[config.mk]
export PLATFORM = sky130hd
export DESIGN_NAME = pipeline_mem_ext
export DESIGN_NICKNAME = d
export VERILOG_FILES = /design/src/rtl/pipeline_mem_ext.sv
export SDC_FILE = /design/constraint.sdc
export NUM_CORES = 1
export LEC_CHECK = 0
export ABC_AREA = 1
export BUFFER_PORTS_ARGS = -buffer_cell sky130_fd_sc_hd__buf_2
export CAP_MARGIN = 30
export CELL_PAD_IN_SITES_DETAIL_PLACEMENT = 2
export CELL_PAD_IN_SITES_GLOBAL_PLACEMENT = 2
export CORE_UTILIZATION = 27
export CTS_CLUSTER_DIAMETER = 150
export DETAILED_ROUTE_END_ITERATION = 6
export PLACE_DENSITY_LB_ADDON = 0.1
export RECOVER_POWER = 50
export SYNTH_ARGS = -nofsm -noshare
export SYNTH_HDL_FRONTEND = slang
export SYNTH_SLANG_ARGS = --single-unit
[constraint.sdc]
create_clock -name clk -period 4.2 [get_ports clk]
set_input_delay 0.63 -clock clk [delete_from_list [all_inputs] [get_ports clk]]
set_output_delay 0.63 -clock clk [all_outputs]
set_load 0.05 [all_outputs]
[src/rtl/pipeline_mem_ext.sv]
// pipeline_mem_ext: MEM stage with req/gnt/rvalid memory port, byte lanes, load extension, alignment and timeout checks.
module pipeline_mem_ext #(
  parameter int ADDR_WIDTH = 16,
  parameter int TIMEOUT = 15
) (
  input  logic                  clk,
  input  logic                  rst,
  input  logic                  in_valid,
  input  logic [31:0]           rt_value,
  input  logic [31:0]           rd_value,
  input  logic [1:0]            mem_size,
  input  logic                  load_unsigned,
  input  logic                  memread_enable,
  input  logic                  memwrite_enable,
  input  logic                  alu_memop_disable,
  output logic [31:0]           out_value,
  output logic                  out_valid,
  output logic                  stall,
  output logic [2:0]            exception,
  output logic                  mem_req,
  output logic                  mem_we,
  output logic [ADDR_WIDTH-3:0] mem_addr,
  output logic [31:0]           mem_wdata,
  output logic [3:0]            mem_be,
  input  logic                  mem_gnt,
  input  logic                  mem_rvalid,
  input  logic [31:0]           mem_rdata
);
  typedef enum logic [1:0] {IDLE, REQ, WAIT, RESP} state_t;
  state_t state;
  logic [7:0] cnt;
  logic [1:0] lane, size_q;
  logic uns_q, tmo_q;
  logic [31:0] data_q, wdata, ext;
  logic [3:0] be;
  logic [7:0] bsel;
  logic [15:0] hsel;
  logic op, aligned, accept, last, unused_bits;
  assign unused_bits = ^rd_value;
  assign op = in_valid & (memread_enable | memwrite_enable) & ~alu_memop_disable;
  assign aligned = mem_size == 2'b00 ? 1'b1 : mem_size == 2'b01 ? ~rd_value[0] : rd_value[1:0] == 2'b00;
  assign accept = state == IDLE & op & aligned;
  assign be = mem_size == 2'b00 ? 4'b0001 << rd_value[1:0] :
              mem_size == 2'b01 ? 4'b0011 << {rd_value[1], 1'b0} : 4'b1111;
  assign wdata = mem_size == 2'b00 ? {4{rt_value[7:0]}} : mem_size == 2'b01 ? {2{rt_value[15:0]}} : rt_value;
  assign bsel = mem_rdata[{lane, 3'b000} +: 8];
  assign hsel = lane[1] ? mem_rdata[31:16] : mem_rdata[15:0];
  assign ext = mem_we ? 32'd0 :
               size_q == 2'b00 ? {{24{~uns_q & bsel[7]}}, bsel} :
               size_q == 2'b01 ? {{16{~uns_q & hsel[15]}}, hsel} : mem_rdata;
  assign last = cnt == 8'(TIMEOUT - 1);
  assign stall = ~rst & (accept | state == REQ | state == WAIT);
  assign out_valid = state == RESP;
  assign out_value = out_valid ? data_q : 32'd0;
  // misalignment is reported combinationally; a timeout only surfaces in RESP
  assign exception = rst ? 3'd0 :
                     (state == IDLE & op & ~aligned) ? (memwrite_enable ? 3'd2 : 3'd1) :
                     (out_valid & tmo_q) ? 3'd3 : 3'd0;
  always_ff @(posedge clk or posedge rst) begin
    if (rst) begin
      state <= IDLE;
      mem_req <= 1'b0;
      mem_we <= 1'b0;
      mem_addr <= '0;
      mem_wdata <= '0;
      mem_be <= '0;
      cnt <= '0;
      lane <= '0;
      size_q <= '0;
      uns_q <= 1'b0;
      tmo_q <= 1'b0;
      data_q <= '0;
    end else begin
      case (state)
        IDLE: if (accept) begin
          state <= REQ;
          mem_req <= 1'b1;
          mem_we <= memwrite_enable;
          mem_addr <= rd_value[ADDR_WIDTH-1:2];
          mem_wdata <= wdata;
          mem_be <= be;
          lane <= rd_value[1:0];
          size_q <= mem_size;
          uns_q <= load_unsigned;
          cnt <= '0;
          tmo_q <= 1'b0;
        end
        REQ: begin
          cnt <= cnt + 8'd1;
          if (last) begin
            state <= RESP;
            mem_req <= 1'b0;
            tmo_q <= 1'b1;
            data_q <= '0;
          end else if (mem_gnt) begin
            state <= WAIT;
            mem_req <= 1'b0;
          end
        end
        WAIT: begin
          cnt <= cnt + 8'd1;
          if (mem_rvalid) begin
            state <= RESP;
            data_q <= ext;
          end else if (last) begin
            state <= RESP;
            tmo_q <= 1'b1;
            data_q <= '0;
          end
        end
        RESP: state <= IDLE;
      endcase
    end
  end
endmodule

==> results of run 1 <==
-- kinds of logic after synthesis --
logic type,after synthesis
fa+ha+maj,6
xor+xnor,1
buf+inv,108
flops,100
compound gates,105
other cells,1
simple gates,429
-- layer usage --
layer  wire length [um]  part of all wire, %  vias to the layer above  GRT usage [%]
met5                  0                    0                        -              0
met4                204                  1.0                        0           5.54
met3               1220                  6.1                       15           5.07
met2              10200                   50                      124           35.5
met1               8590                   42                     2767           24.1
li1                   -                    -                     2673              -
-- worst reg2reg max path: cells and delay by family, from the launching register on --
| kind | cells | cell delay, ns |
|---|---|---|
| compound gates | 1 | 0.31 |
| fa+ha+maj | 1 | 0.58 |
| buf+inv | 2 | 0.20 |
| flops | 1 | 0.43 |
| simple gates | 2 | 1.02 |
-- area by class of cell --
type / instances / share of cell area, %
flip-flops and latches: 100 / 36.9
multi-input cells: 542 / 36.7
repair buffers: 186 / 13.6
clock inverters: 7 / 0.867
well taps: 265 / 4.89
inverters: 68 / 3.82
clock buffers: 9 / 3.32
-- worst max-delay path by stage --
stage,start,to,cells past startpoint
CTS,state[0],exception[0],9
global route,state[0],exception[1],9
global placement,mem_size[1],exception[0],8
finish,state[0],exception[0],9
detailed placement,mem_size[1],exception[0],8
floorplan,rst,exception[0],3
-- registers in the layout (all words and copies together), names as in the netlist --
| register | cells |
|---|---|
| cnt | 8 |
| data_q | 32 |
| lane | 2 |
| mem_addr | 14 |
| mem_be | 4 |
| mem_req | 1 |
| mem_wdata | 32 |
| mem_we | 1 |
| size_q | 2 |
| state | 2 |
| tmo_q | 1 |
| uns_q | 1 |
-- through the flow --
| stage | instances | util (%) | hold WS (ns) | power, mW | cell area [um2] |
|---|---|---|---|---|---|
| 2_1_floorplan | 750 | - | 0.449 | 4.01 | 5480 |
| 3_3_place_gp | 1158 | 33.1 | 0.460 | 4.70 | 6510 |
| 3_5_place_dp | 1160 | 33.3 | 0.470 | 4.83 | 6540 |
| 4_1_cts | 1176 | 34.7 | 0.452 | 5.70 | 6820 |
| 5_1_grt | 1177 | 34.5 | 0.464 | 5.94 | 6790 |
| 6_report | 1177 | 34.5 | 0.468 | 5.56 | 6790 |
-- where the power goes --
part,internal (mW),switching [mW]
Sequential,1.39,0.314
Clock,0.413,0.426
Combinational,0.686,2.33
-- placed cells by master, fill, tap and decap left out --
cell type / synthesis / routed
clkinvlp_4: 0 / 1
dfrtp_1: 100 / 100
o21ai_1: 11 / 11
nor2_8: 1 / 1
buf_12: 0 / 1
inv_8: 0 / 1
clkbuf_16: 0 / 9
o21ai_0: 47 / 47
clkinv_4: 0 / 2
clkbuf_1: 11 / 47
nand4_1: 6 / 6
nand2_2: 3 / 3
a31oi_1: 10 / 10
a21oi_1: 6 / 6
clkinvlp_2: 0 / 1
nand2_1: 313 / 313
o21ai_2: 21 / 21
nor2_1: 38 / 38
clkinv_2: 0 / 1
inv_6: 0 / 2
buf_4: 5 / 4
nor3_4: 1 / 1
o21bai_1: 3 / 3
nand3_4: 1 / 1
ha_1: 6 / 6
inv_2: 7 / 7
buf_2: 20 / 133
xor2_1: 1 / 1
o211ai_1: 7 / 7
nand3_1: 65 / 65
conb_1: 1 / 1
nor2_2: 1 / 1
inv_1: 60 / 59
buf_16: 0 / 1
inv_4: 1 / 1
==> results by group, run 1 <==
Synthesis
  • Synth Area in Compound Gates: 11.7%
  • Yosys warning count: 0
  • Largest family of logic cells by synthesized area: simple AND/OR/NAND/NOR gates
  • Count of unique library cells instantiated by Yosys: 27
  • Top cells by area, synth: dfrtp_1, nand2_1, nand3_1
  • Post-Syn Area: 5470 um2
  • EDFF count, synth: 0
  • Most frequent cell after synthesis: nand2_1
  • Synth Register Bits: 100
  • Post-Synth Simple-Gate Area: between 30% and 40%
  • Post-synthesis mux area share: 0%
  • Synth Area in Adders: 1.37%
  • Per-instance average area after synthesis: about 7.3 um2
  • Ys async rst share: 100%
  • Syn_nets: 863
  • Post-Synthesis Cells: 750
  • Post-synth top area share: 45.7%
  • Xor/xnor share of the synthesized area: less than 1%
  • Post-synth top area cell: dfrtp_1
  • Post-synth top flop: dfrtp_1
  • Post-synth top cells: nand2_1, dfrtp_1, nand3_1
  • Post-synthesis sequential area ratio: 45.7%

Critical path
  • Crit path DAT: 2.13 ns
  • Crit path cell chain: inv_1 > ha_1 > nand3_1 > nor2_2 > nand3_1 > nand2_1 > nand2_1 > nor2_1 > buf_2
  • Worst setup SP type: flip-flop
  • Crit. End Element: output port
  • Reg2reg end: data_q[30]
  • R2R Path Start: state[0]
  • CP max stage cell: dfrtp_1
  • Crit-path leading delay family: simple AND/OR/NAND/NOR gates
  • R2R cell count: 6
  • Crit path required time: between 3 and 4 ns
  • Setup CP Type: flip-flop to output port
  • Worst Path Buf+Inv: 2
  • Largest stage delay on the critical path: approximately 0.43 ns
  • R2R Setup Slk: 1.57 ns
  • CP Max Fanout: 5

Layout
  • Layout area overhead: 24.0%
  • Multi-input gate area in the final layout: 2490 um2
  • Share of cells above drive strength 1: about a fifth
  • Layout Nets: just over 1,000
  • Sequential cell area: 2500 um2
  • Fill cells: 2,468
  • N_diodes: 0

Drt
  • Final WL: about 20 mm
  • # DRC: 0
  • First-pass detailed-route iteration total: 4
  • Initial DRC count: between 150 and 200
  • Final ANT Viol Nets: 0
  • Routed len/inst: 17.2 um
  • Via density: 4.74
  • Vias: about 5,600

Clock tree
  • Later-pin clock latency in the skew report: 0.36 ns
  • Number of CTS-inserted buffers: 9
  • Post_cts resized: 0
  • Worst-path clk slew: 0.08 ns
  • TritonCTS clock tree: done
  • # clock sinks: 100
  • Clk root buf: clkbuf_16
  • CTS H-tree lvls: 3
  • Clock Path Buffers: 2
  • Hold_buf cts: 0
  • Setup bufs post-CTS: 0

Job
  • MaxCap Viol Count: 1

Global routing
  • Largest net degree at the start of global routing: 66
  • Antenna violations before repair: 1
  • Vias in the first global route: just over 6,000
  • Gr ovfl total: 0
  • Global-route wire length before repair: 32.2 mm
  • Total Routing Usage GR: approximately a fifth

Floorplan
  • Num rows: 51
  • Die Ht: 144 um
  • Core outline area: roughly 20,000 um2
  • Starting Density: roughly 28%
  • Die Area: 20,800 um2
  • # IOs: between 150 and 200
  • Chip width: 144 um

Placed design
  • Pre-CTS setup slack: 1.42 ns
  • Final HPWL DP: roughly 15 mm
  • Port Buffers: between 150 and 200
  • Placer Congestion: 0.798

Hold path
  • Hold Path Origin: rd_value[9]
  • Worst Hold Depth: 3
  • HP Class: primary input to flip-flop
  • Hold Path Sink: mem_addr[7]

Timing
  • Setup violations, final: 0
  • Slew HR: -36.2%
  • Final worst-path cycle share: 65.8%
  • Count of final max-slew check failures: 37
  • Setup tns final: 0 ns
  • Max Freq: 362 MHz
  • Measured slew at the worst slew-check pin: roughly 2.0 ns
  • RSZ-0062 raised after global routing: no
  • Fin. Hold Viols: 0
  • Worst Skew: approximately 0.013 ns
  • Worst setup margin: 1.44 ns
  • Final Critical Period: around 2.8 ns

Power and ir drop
  • Leak: 3.78 nW
  • Pwr/cell area: 819 nW/um2
  • VDD IR max: 0.291 mV

Status
  • Status: finished with violations
  • Failing checks: max-capacitance violations, max-slew violations
No activity file was read; power rests on OpenSTA's default activity.
==> run 2: changes to the inputs <==
- clock period: 4.2 -> 2.8 ns (I/O delays scaled with it)
==> run 2 against run 1 <==
Effect of this change:
- the run now ends clean
- flip-flop and latch count did not move
- global-route usage decreased by 0.21 points
- routed wire length down 1.1%
==> results by group, run 2 (synthesis results as in run 1) <==
Critical path
  • Crit path required time: 2.38 ns (was 3.57 ns)
  • Worst setup SP type: flip-flop (unchanged)
  • Crit. End Element: output port (unchanged)
  • CP Max Fanout: 5 (unchanged)
  • Setup CP Type: flip-flop to output port (unchanged)
  • Crit path DAT: 2.16 ns (was 2.13 ns)

Floorplan
  • Die Area: 20,800 um2 (unchanged)
  • Core outline area: 19,700 um2 (unchanged)
  • Chip width: 144 um (unchanged)
  • Num rows: 51 (unchanged)
  • Starting Density: 27.8% (unchanged)
  • Die Ht: 144 um (unchanged)
  • # IOs: 196 (unchanged)

Clock tree
  • # clock sinks: 100 (unchanged)
  • CTS H-tree lvls: 3 (unchanged)
  • TritonCTS clock tree: done (unchanged)
  • Number of CTS-inserted buffers: 9 (unchanged)
  • Worst-path clk slew: 0.08 ns (about the same)
  • Clock Path Buffers: 2 (unchanged)
  • Clk root buf: clkbuf_16 (unchanged)
  • Hold_buf cts: 0 (unchanged)
  • Post_cts resized: 0 (unchanged)
  • Later-pin clock latency in the skew report: 0.36 ns (about the same)
  • Setup bufs post-CTS: 0 (unchanged)

Placed design
  • Placer Congestion: 0.767 (was 0.798)
  • Placed insts: 1,165 (was 1,160)
  • Pre-CTS setup slack: 0.560 ns (was 1.42 ns)
  • Port Buffers: 178 (unchanged)
  • Final HPWL DP: 14.6 mm (was 15.1 mm)
  • Area after DPL: 6590 um2 (was 6540 um2)

Status
  • Status: complete, no violations (was finished with violations)

Drt
  • First-pass detailed-route iteration total: 4 (unchanged)
  • Final ANT Viol Nets: 0 (unchanged)
  • Vias: 5,547 (was 5,579)
  • Initial DRC count: 124 (was 173)
  • Via density: 4.70 (was 4.74)
  • Final WL: 20.0 mm (was 20.2 mm)
  • Routed len/inst: 16.9 um (was 17.2 um)
  • # DRC: 0 (unchanged)

Timing
  • RSZ-0062 raised after global routing: no (unchanged)
  • Worst Skew: 0.00816 ns (was 0.0130 ns)
  • Final Critical Period: 2.58 ns
  • Count of final max-slew check failures: 0 (was 37)
  • Worst setup margin: 0.216 ns (was 1.44 ns)
  • Slew HR: 2.92% (was -36.2%)
  • Final worst-path cycle share: approximately 90%
  • Measured slew at the worst slew-check pin: 1.46 ns (was 2.04 ns)
  • Max Freq: around 390 MHz
  • Setup tns final: 0 ns (unchanged)
  • Fin. Hold Viols: 0 (unchanged)
  • Setup violations, final: 0 (unchanged)

Layout
  • Most frequent cells in the layout: nand2_1, buf_2, dfrtp_1, nand3_1, inv_1 (unchanged)
  • Layout Cells excl Fill: 1,181 (was 1,177)
  • Share of cells above drive strength 1: 21.5% (was 21.1%)
  • Commonest non-fill, non-tap cell in the layout: nand2_1 (unchanged)
  • N_diodes: 0 (unchanged)
  • Layout area overhead: 24.3% (was 24.0%)
  • Fill cells: 2,459 (was 2,468)
  • Final Util: 34.6% (was 34.5%)
  • Final Cell Area: 6800 um2 (was 6790 um2)
  • Layout Nets: 1,024 (was 1,020)
  • Largest regs: data_q (32), mem_wdata (32), mem_addr (14) (unchanged)

Power and ir drop
  • VDD IR max: 0.459 mV (was 0.291 mV)
  • Leak: 3.80 nW (was 3.78 nW)
  • Pwr/cell area: 1230 nW/um2 (was 819 nW/um2)

Global routing
  • Gr ovfl total: 0 (unchanged)
  • Largest net degree at the start of global routing: 101 (was 66)
  • Global-route wire length before repair: 31.8 mm (was 32.2 mm)
  • Total Routing Usage GR: 19.9% (was 20.1%)
  • Antenna violations before repair: 1 (unchanged)
  • Vias in the first global route: 6,013 (was 6,126)

Job
  • MaxCap Viol Count: 0 (was 1)

Hold path
  • HP Class: primary input to flip-flop (unchanged)
[run 2: changes by cell type in the layout (fill, tap and decap cells not counted), sizes merged]
cell and delta:
buf +5, inv +1, clkinv -2
[run 2: power breakdown]
part           internal, mW  total [mW]  switching (mW)
clock network         0.623        1.27           0.643
registers              2.09        2.52           0.431
logic                  1.05        4.57            3.52
[run 2: layer usage]
| layer | wire length, um | up-vias | track usage [%] |
|---|---|---|---|
| li1 | - | 2680 | - |
| met1 | 8450 | 2714 | 23.7 |
| met2 | 9900 | 131 | 34.4 |
| met3 | 1330 | 20 | 5.46 |
| met4 | 311 | 2 | 6.87 |
| met5 | 13 | - | 0 |
[run 2: worst max-delay path: stages, from the launching register on]
cell	delay, ns
dfrtp_1	0.44
inv_1	0.13
ha_1	0.26
nand3_1	0.13
nor2_2	0.16
nand3_1	0.16
nand2_1	0.10
nand2_1	0.06
nor2_1	0.10
buf_2	0.27
[run 2: path summary, 6_finish.rpt]
path | from | endpoint | slack, ns | cells after the start
max in group asynchronous | rst | data_q[3] | 1.26 | 3
setup reg to reg | state[0] | lane[1] | 0.69 | 8
setup / recovery | state[0] | exception[0] | 0.22 | 9
hold reg to reg | data_q[1] | data_q[1] | 0.49 | 2
min in group asynchronous | rst | cnt[0] | 0.65 | 3
hold / removal | rd_value[3] | mem_addr[1] | 0.26 | 3
[run 2: final cells by class]
| type | instances | area (um2) | share of cell area (%) |
|---|---|---|---|
| tap | 265 | 332 | 4.87 |
| inverter | 68 | 259 | 3.81 |
| sequential | 100 | 2500 | 36.8 |
| multi-input combinational | 542 | 2490 | 36.6 |
| clock buffer | 10 | 229 | 3.37 |
| timing repair buffer | 190 | 937 | 13.8 |
| clock inverter | 6 | 53.8 | 0.791 |
[run 2: stage by stage]
step	hold slack, ns	total power, mW
after floorplan	0.449	6.01
final	0.255	8.35
after CTS	0.244	8.59
after global routing	0.267	8.97
after global placement	0.455	7.08
after detailed placement	0.470	7.27
